**src/rtl/popcnt_sched.sv**
```systemverilog
// rtl/popcnt_sched.sv - two-requester round-robin popcount engine with early termination
module popcnt_sched #(
  parameter  int N  = 20,
  localparam int CW = $clog2(N + 1)
) (
  input  logic          clk,
  input  logic          rst_n,
  input  logic          req0_valid,
  input  logic [N-1:0]  req0_data,
  output logic          req0_ready,
  input  logic          req1_valid,
  input  logic [N-1:0]  req1_data,
  output logic          req1_ready,
  input  logic [CW-1:0] thresh,
  output logic          res_valid,
  input  logic          res_ready,
  output logic [CW-1:0] res_count,
  output logic          res_id,
  output logic          res_ge,
  output logic          busy
);

  typedef enum logic [1:0] {IDLE, COUNT, DONE} state_e;

  state_e        state_q, state_d;
  logic [N-1:0]  shift_q, shift_d;
  logic [CW-1:0] cnt_q, cnt_d;
  logic [CW-1:0] thr_q, thr_d;
  logic          id_q, id_d;
  logic          last_q, last_d;
  logic          grant0, grant1;

  always_ff @(posedge clk or negedge rst_n) begin
    if (!rst_n) begin
      state_q <= IDLE;
      shift_q <= '0;
      cnt_q   <= '0;
      thr_q   <= '0;
      id_q    <= 1'b0;
      last_q  <= 1'b1;
    end else begin
      state_q <= state_d;
      shift_q <= shift_d;
      cnt_q   <= cnt_d;
      thr_q   <= thr_d;
      id_q    <= id_d;
      last_q  <= last_d;
    end
  end

  // On a tie the requester that was not granted last time wins.
  always_comb begin
    grant0 = req0_valid & (~req1_valid | last_q);
    grant1 = req1_valid & (~req0_valid | ~last_q);
  end

  always_comb begin
    state_d    = state_q;
    shift_d    = shift_q;
    cnt_d      = cnt_q;
    thr_d      = thr_q;
    id_d       = id_q;
    last_d     = last_q;
    req0_ready = 1'b0;
    req1_ready = 1'b0;
    unique case (state_q)
      IDLE: begin
        req0_ready = grant0;
        req1_ready = grant1;
        if (grant0 || grant1) begin
          shift_d = grant1 ? req1_data : req0_data;
          cnt_d   = '0;
          thr_d   = thresh;
          id_d    = grant1;
          last_d  = grant1;
          state_d = COUNT;
        end
      end
      COUNT: begin
        // Stop as soon as no set bits remain rather than walking all N bits.
        if (shift_q != '0) begin
          cnt_d   = cnt_q + {{(CW-1){1'b0}}, shift_q[0]};
          shift_d = shift_q >> 1;
        end else begin
          state_d = DONE;
        end
      end
      DONE: begin
        if (res_ready) state_d = IDLE;
      end
      default: state_d = IDLE;
    endcase
  end

  always_comb begin
    res_valid = (state_q == DONE);
    busy      = (state_q != IDLE);
    res_count = res_valid ? cnt_q : '0;
    res_id    = res_valid & id_q;
    res_ge    = res_valid & (cnt_q >= thr_q);
  end

endmodule

```
**config.mk**
```make
export PLATFORM = sky130hd
export DESIGN_NAME = popcnt_sched
export DESIGN_NICKNAME = d
export VERILOG_FILES = /design/src/rtl/popcnt_sched.sv
export SDC_FILE = /design/constraint.sdc
export NUM_CORES = 1
export LEC_CHECK = 0
export CAP_MARGIN = 5
export CORE_ASPECT_RATIO = 0.9
export CORE_UTILIZATION = 40
export DETAILED_ROUTE_END_ITERATION = 8
export PLACE_DENSITY = 0.76
export REMOVE_ABC_BUFFERS = 1
export SYNTH_ARGS = -nofsm -noshare
export SYNTH_HDL_FRONTEND = slang
export SYNTH_SLANG_ARGS = --single-unit
```
**constraint.sdc**
```tcl
create_clock -name clk -period 2.1 [get_ports clk]
set_input_delay 0.525 -clock clk [delete_from_list [all_inputs] [get_ports clk]]
set_output_delay 0.525 -clock clk [all_outputs]
set_load 0.02 [all_outputs]
```
==> out/results.tsv, run 1 <==
metric	value	unit
# placed instances	332	
EDFF count, synth	0	
TritonCTS clock tree	yes	
ANT cells	0	
pin count of the biggest net entering global routing	40	
htree depth	2	
first drt pass iteration count	4	
Post-Syn Area	2070	sq um
Top Ports	61	
die height	70.3	um
Reg2Reg Setup Slack	0.23	ns
ys flop type	dfrtp_1	
Yosys top cell by area	dfrtp_1	
register area share after synthesis	41.1	%
most common cell in the netlist	dfrtp_1	
CP Class	flop to output port	
Leak Pwr	1.43	nW
WHS Endpoint	shift_q[4]	
reg2reg start	cnt_q[0]	
DP HPWL	3280	um
synth cell count leaders	33 x dfrtp_1, 23 x nor2_1, 20 x a21o_1, 20 x mux2i_1, 19 x a211oi_1	
Max IR drop VDD	0.478	mV
top post-synthesis cells by area	dfrtp_1 40%, mux2i_1 9.7%, a21o_1 7.2%, a211oi_1 6.9%, ha_1 4.2%	
final cell utilization of the core	59.5	%
hold path depth	1	
worst path arrival time	1.55	ns
final setup vio count	0	
clk_skew	0.00664	ns
Power Density	1090	nW/um^2
maxcap violations	0	
initial drt markers	128	
die area	5480	sq um
Worst R2R End	cnt_q[4]	
RSZ-0062 raised after global routing	yes	
DRC violations left	0	
Die Wd	77.9	um
initial antenna violation count	0	
Highest Clock Rate	0.482	GHz
via count	1762	
Slew @ Worst Pin	0.564	ns
Via density	5.17	
CP Launch Type	flop	
first-pass GRT wire length	7640	um
Routability Congestion	0.815	
vias in the first global route	1689	
worst r2r path cells	8	
Fin. Hold Viols	0	
ANT nets after route	0	
Post-Layout Cell Count	341	
Initial Utilization	42.1	%
Mapped Avg Cell Area	10.4	sq um
Total GRT Usage	17.6	%
Synth top area share	39.8	%
minimum clock period	2.08	ns
Crit. End Element	output port	
Synth Register Bits	34	
synth unique cells	35	
Slew HR	62.4	%
Clock Latency Late Sink	0.28	ns
CP Data Required Time	1.57	ns
detailed-route wire length per cell	13.0	um
CTS Buffer Depth	2	
worst hold path class	flop to flop	
Yosys warnings	0	
fin. max-slew vios	0	
core area	4920	sq um
asr flop ratio synth	100	%
nets	332	
DRT Wirelength	4430	um
period utilization	98.9	%
setup TNS	0	ns
I/O Buffers	60	
clk sink count	34	
hold path start	shift_q[4]	
clock-pin slew on the worst setup and hold paths	0.07	ns
P&R area growth vs syn	41.2	%
grt total ovfl	0	
status	finished clean	
CTS buffer count	5	
fraction of layout cells with a size suffix above 1	18.8	%
Site Rows	24	
fillers	446	
Syn Inst Count	200	
CP Max Fanout	2	
clock root buffer	clkbuf_8	
[cell type report]
cell class                 count  area (sq um)  share of cell area [%]
sequential                    34           852                    29.1
clock inverter                 1          5.00                   0.171
inverter                       9          33.8                    1.15
timing repair buffer          80           732                    25.0
tap                           65          81.3                    2.78
multi-input combinational    145          1140                    38.9
clock buffer                   7          86.3                    2.95
[worst max-delay path, stage by stage, from the launching register on]
cell and delay, ns:
dfrtp_1 0.38, inv_2 0.08, ha_4 0.20, nand2b_4 0.13, a21o_1 0.16, a21oi_2 0.11, o21ai_1 0.06, buf_4 0.16
[timing repair]
action	CTS	global route
cloned	0	0
setup buffers	0	1
resized for setup	21	6
hold buffers	0	0
setup endpoints to repair	10	3
pin swaps	0	4
[cells in the final DEF, fill, tap and decap left out, types with 4 or more instances in the layout]
cell type        netlist  routed
a21o_1                20      20
a22o_1                 5       5
a211oi_1              19      19
and2_1                 8       8
mux2i_1               20      20
nand3_1                4       4
inv_1                  9       8
clkbuf_8               0       6
nor2_1                23      23
buf_4                  2      21
clkdlybuf4s50_1        0      49
mux2_2                 5       5
ha_1                   7       6
dfrtp_1               33      33
dlygate4sd2_1          0       7
[per-layer routing]
layer / up-vias / part of all wire, % / routed length, um / global-route usage (%)
li1: 881 / - / - / -
met1: 831 / 45 / 2000 / 23.1
met2: 45 / 49 / 2160 / 28.9
met3: 5 / 5.0 / 223 / 3.92
met4: 0 / 0.99 / 44 / 5.14
met5: - / 0 / 0 / 0
[metrics by stage]
stage                     instance area [sq um]  hold WS [ns]  setup WS [ns]  power, mW
after floorplan                            2000         0.229        0.00361       2.12
after global placement                     2830         0.491         -0.354       2.54
after detailed placement                   2830         0.497         -0.394       2.63
after CTS                                  2900         0.512        -0.0991       3.12
after global routing                       2930         0.529        -0.0629       3.43
final                                      2930         0.512         0.0238       3.18
[registers in the layout, summed over array words and instances, names as in the netlist]
signal and flops:
thr_q 5, last_q 1, shift_q 20, cnt_q 5
state_q 2, id_q 1
[where the power goes]
part | internal, mW | switching (mW) | total, mW
combinational | 0.866 | 0.693 | 1.56
sequential | 0.931 | 0.197 | 1.13
clock | 0.264 | 0.228 | 0.492
[worst max path at each step]
stage                from         end  slack [ns]  depth (start not counted)
2_1_floorplan  state_q[1]      res_ge       0.004                          4
3_3_place_gp   req1_valid  req1_ready       -0.35                          4
3_5_place_dp   req1_valid  req1_ready       -0.39                          4
4_1_cts          cnt_q[0]      res_ge        -0.1                          7
5_1_grt          cnt_q[0]      res_ge       -0.06                          7
6_report         cnt_q[0]      res_ge        0.02                          7
[logic make-up after synthesis]
logic type	count (synthesis)	synth area share, %
AO/OA/AOI/OAI	59	23.0
AND/OR/NAND/NOR	54	14.2
flip-flops	34	41.1
multiplexers	25	12.4
buffers and inverters	21	5.19
adder cells (fa/ha/maj)	7	4.22
Power figures use the tool's default switching activity.
==> run 2: changes to the inputs <==
- SETUP_SLACK_MARGIN: not set -> 0.15
==> run 2 against run 1 <==
Worst hold slack hardly changed. Fmax about the same. Core utilization is essentially flat. Combinational power barely moved. Register-to-register slack improved by 0.02 ns. Sequential share of layout area is essentially flat. First-iteration DRC count increased by 4.7%. Largest power group unchanged.
==> out/results.tsv, run 2 (same netlist as run 1, synthesis figures left out) <==
metric	value	unit
status	finished clean	
Power Density	1090	nW/um^2
fin. max-slew vios	0	
clock-pin slew on the worst setup and hold paths	0.07	ns
Worst R2R End	cnt_q[4]	
Slew HR	62.7	%
worst hold path class	flop to flop	
DRT Wirelength	4420	um
slowest stage delay, CP	0.38	ns
Placed Area	2830	sq um
Via density	5.22	
Largest Register	shift_q	
ANT nets after route	0	
period utilization	98.9	%
most frequent cells in the layout	47 x clkdlybuf4s50_1, 33 x dfrtp_1, 23 x nor2_1, 23 x buf_4	
vias in the first global route	1686	
maxcap violations	0	
initial antenna violation count	0	
grt total ovfl	0	
leading cell type in the layout, fill and taps excluded	clkdlybuf4s50_1	
Fin. Hold Viols	0	
CTS buffer count	5	
critical-path cell list	inv_2 > ha_4 > nand2b_4 > a21o_1 > a21oi_2 > o21ai_1 > buf_4	
clk sink count	34	
final setup vio count	0	
die height	70.3	um
Setup WS pre-CTS	-0.394	ns
ANT cells	0	
reg2reg start	cnt_q[0]	
RSZ-0062 raised after global routing	yes	
Comb power frac	49.2	%
worst path arrival time	1.55	ns
clk_skew	0.00757	ns
Crit. End Element	output port	
initial drt markers	134	
post-route setup slack	0.0229	ns
TritonCTS clock tree	yes	
Slew @ Worst Pin	0.560	ns
detailed-route wire length per cell	13.0	um
clock power share	15.4	%
core area	4920	sq um
Die Wd	77.9	um
CP Max Fanout	2	
internal cell power	2.07	mW
Clock Latency Late Sink	0.28	ns
DP HPWL	3280	um
Highest Clock Rate	0.481	GHz
P&R area growth vs syn	41.1	%
final cell utilization of the core	59.5	%
pin count of the biggest net entering global routing	40	
fin area	2930	sq um
CTS Buffer Depth	2	
worst r2r path cells	8	
hold path depth	1	
die area	5480	sq um
Psw	1.12	mW
first drt pass iteration count	4	
Leak Pwr	1.40	nW
Reg2Reg Setup Slack	0.25	ns
htree depth	2	
minimum clock period	2.08	ns
Site Rows	24	
I/O Buffers	60	
Routability Congestion	0.815	
Seq pwr share	35.4	%
clock root buffer	clkbuf_8	
Worst setup endpoint	res_ge	
CP Launch Type	flop	
nets	332	
setup TNS	0	ns
Largest regs	shift_q x20, cnt_q x5, thr_q x5	
CP Class	flop to output port	
Initial Utilization	42.1	%
Largest register FFs	20	
Sw Share	35.2	%
crit path from	cnt_q[0]	
Max IR drop VDD	0.478	mV
via count	1780	
CP max-delay cell	dfrtp_1	
CP Data Required Time	1.57	ns
first-pass GRT wire length	7600	um
DRC violations left	0	
fraction of layout cells with a size suffix above 1	21.4	%
Top Ports	61	
Total GRT Usage	17.5	%
==> run 2: cell types whose count changed in the layout (fill, tap and decap cells not counted), sizes merged <==
cell,delta
dlymetal6s2s,-1
clkdlybuf4s15,+2
dlygate4sd2,-3
clkdlybuf4s50,-2
clkbuf,+4
==> run 2: layout make-up <==
cell class                      count  area [sq um]
Inverter                            9          33.8
Clock inverter                      1          5.00
Sequential cell                    34           852
Multi-Input combinational cell    145          1150
Timing Repair Buffer               80           718
Fill cell                         443          2000
Tap cell                           65          81.3
Clock buffer                        7          86.3
==> run 2: critical path, delay by kind of cell (launching register included) <==
| kind | cells | cell delay [ns] |
|---|---|---|
| flops | 1 | 0.38 |
| compound gates | 3 | 0.33 |
| buf+inv | 2 | 0.24 |
| simple gates | 1 | 0.13 |
| fa+ha+maj | 1 | 0.20 |
==> run 2: stage by stage <==
step | hold WS [ns] | power [mW] | std cells
2_1_floorplan | 0.229 | 2.12 | 188
3_3_place_gp | 0.491 | 2.54 | 332
3_5_place_dp | 0.497 | 2.63 | 332
4_1_cts | 0.512 | 3.12 | 340
5_1_grt | 0.529 | 3.44 | 341
6_report | 0.512 | 3.19 | 341
==> run 2: layer usage <==
metal | part of all wire (%) | global-route usage, % | vias up
met5 | 0 | 0 | -
met4 | 1.0 | 5.14 | 0
met3 | 5.4 | 3.92 | 5
met2 | 49 | 28.8 | 49
met1 | 45 | 22.9 | 845
li1 | - | - | 881
==> run 2: timing repair <==
action                                  in CTS  in global routing
resized for setup                           26                 19
pin swaps                                    0                  5
endpoints found under the setup margin      11                  8
buffers inserted                             0                  1
hold buffers                                 0                  0
==> run 2: worst min-delay path by stage <==
| stage | start | endpoint | slack (ns) |
|---|---|---|---|
| 5_1_grt | shift_q[4] | shift_q[4] | 0.53 |
| 4_1_cts | shift_q[14] | shift_q[14] | 0.51 |
| 3_5_place_dp | shift_q[14] | shift_q[14] | 0.50 |
| 6_report | shift_q[4] | shift_q[4] | 0.51 |
| 2_1_floorplan | rst_n | cnt_q[0] | 0.23 |
| 3_3_place_gp | shift_q[4] | shift_q[4] | 0.49 |
==> run 2: power by group through the flow <==
stage	Combinational (mW)	Sequential [mW]	Clock [mW]
after floorplan	1.02	1.10	0
after global placement	1.42	1.12	0
after detailed placement	1.50	1.13	0
after CTS	1.49	1.12	0.503
after global routing	1.75	1.16	0.526
final	1.57	1.13	0.491
==> run 3: changes to the inputs <==
- CORE_MARGIN: not set -> 2
- CTS_CLUSTER_DIAMETER: not set -> 60
==> run 3 against run 2 <==
Via count down 1.5%. Wire length up 2.3%. Worst setup slack worse by 0.016 ns. Combinational power about the same. Fmax down 0.77%.
==> out/results.tsv, run 3 (same netlist as run 1, synthesis figures left out) <==
metric	value	unit
ANT cells	0	
maxcap violations	0	
vias in the first global route	1647	
WHS Endpoint	shift_q[11]	
Max IR drop VDD	0.406	mV
met3 GRT Util	5.47	%
final setup vio count	0	
minimum clock period	2.09	ns
CTS buffer count	5	
Largest Register	shift_q	
TritonCTS clock tree	yes	
Site Rows	24	
critical-path cell list	inv_2 > ha_4 > nand2b_4 > a21o_1 > a21oi_2 > o21ai_1 > buf_4	
initial antenna violation count	0	
M2 GR Usage	28.2	%
hold path depth	1	
clk_skew	0.00639	ns
initial drt markers	94	
Slew @ Worst Pin	0.523	ns
htree depth	2	
CP Class	flop to output port	
ANT nets after route	0	
worst r2r path cells	8	
grt total ovfl	0	
met1 Usage GRT	20.9	%
DRC violations left	0	
Largest regs	shift_q x20, cnt_q x5, thr_q x5	
Clock Latency Late Sink	0.29	ns
P&R area growth vs syn	41.1	%
setup TNS	0	ns
Worst R2R End	cnt_q[4]	
CP Max Fanout	2	
die height	72.3	um
Slew HR	65.1	%
period utilization	99.7	%
CP max-delay cell	dfrtp_1	
clk sink count	34	
fin. max-slew vios	0	
die area	5780	sq um
detailed-route wire length per cell	13.2	um
most frequent cells in the layout	47 x clkdlybuf4s50_1, 33 x dfrtp_1, 23 x nor2_1, 23 x buf_4	
post-route setup slack	0.00670	ns
Via density	5.13	
Top Ports	61	
status	finished clean	
clock-pin slew on the worst setup and hold paths	0.06	ns
CP Launch Type	flop	
Initial Utilization	42.1	%
core area	4920	sq um
slowest stage delay, CP	0.38	ns
Largest register FFs	20	
Power Total	3.18	mW
Most Crowded Layer GR	met2	
Leak Pwr	1.40	nW
Routability Congestion	0.728	
CP bufs+invs	2	
via count	1754	
first drt pass iteration count	4	
first-pass GRT wire length	7510	um
hold path start	shift_q[11]	
CTS Buffer Depth	2	
Crit. End Element	output port	
CP Data Required Time	1.57	ns
DP HPWL	3280	um
final cell utilization of the core	59.4	%
fraction of layout cells with a size suffix above 1	22.0	%
crit path from	cnt_q[0]	
Power Density	1090	nW/um^2
I/O Buffers	60	
DRT Wirelength	4520	um
Crit path max-delay family	flip-flops	
Total GRT Usage	16.8	%
Setup WS pre-CTS	-0.393	ns
Reg2Reg Setup Slack	0.23	ns
clock root buffer	clkbuf_8	
Hold WS	0.510	ns
pin count of the biggest net entering global routing	35	
hold_buf cts	0	
Die Wd	79.9	um
nets	333	
Fin. Hold Viols	0	
reg2reg start	cnt_q[0]	
worst path arrival time	1.57	ns
RSZ-0062 raised after global routing	yes	
leading cell type in the layout, fill and taps excluded	clkdlybuf4s50_1	
worst hold path class	flop to flop	
Highest Clock Rate	0.478	GHz
run 3: cell types whose count changed in the layout (fill, tap and decap cells not counted), sizes merged:
cell,change
clkbuf,+3
clkdlybuf4s15,-2
buf,+1
dlygate4sd2,-1
run 3: layout make-up:
type	instances	area, sq um
repair buffers	81	724
clock buffers	7	86.3
inverters	9	33.8
clock inverters	1	5.00
fillers	469	2000
well taps	65	81.3
flip-flops and latches	34	852
multi-input cells	145	1140
run 3: per-layer routing:
| layer | wire length [um] | part of all wire (%) |
|---|---|---|
| met5 | 0 | 0 |
| met4 | 49 | 1.1 |
| met3 | 261 | 5.8 |
| met2 | 2140 | 47 |
| met1 | 2070 | 46 |
run 3: repair_timing:
| item | 4_1_cts | 5_1_grt |
|---|---|---|
| gates resized for setup | 25 | 23 |
| buffers inserted | 1 | 0 |
| cloned | 0 | 0 |
| pin swaps | 0 | 4 |
| endpoints found under the setup margin | 11 | 9 |
run 3: per-stage QoR:
stage / cells / instance area (sq um)
after global routing: 342 / 2930
after detailed placement: 333 / 2850
after CTS: 342 / 2920
final: 342 / 2930
after global placement: 333 / 2850
after floorplan: 188 / 2000
run 3: worst max path at each step:
stage	end	slack [ns]	cells after the start
2_1_floorplan	res_ge	0.004	4
3_3_place_gp	req1_ready	-0.35	4
3_5_place_dp	req1_ready	-0.39	4
4_1_cts	res_ge	-0.11	7
5_1_grt	res_ge	-0.06	7
6_report	res_ge	0.007	7
run 3: worst reg2reg max path, stage by stage, from the launching register on:
cell	delay [ns]
dfrtp_1	0.35
buf_4	0.11
buf_4	0.10
ha_1	0.16
ha_1	0.20
nand3_1	0.11
and2_1	0.17
a311o_2	0.35
a22o_1	0.23
run 3: power by group:
| part | internal, mW | switching, mW | total [mW] | leakage, nW |
|---|---|---|---|---|
| logic | 0.874 | 0.687 | 1.56 | 0.927 |
| clock network | 0.264 | 0.233 | 0.497 | 0.0482 |
| registers | 0.932 | 0.195 | 1.13 | 0.428 |
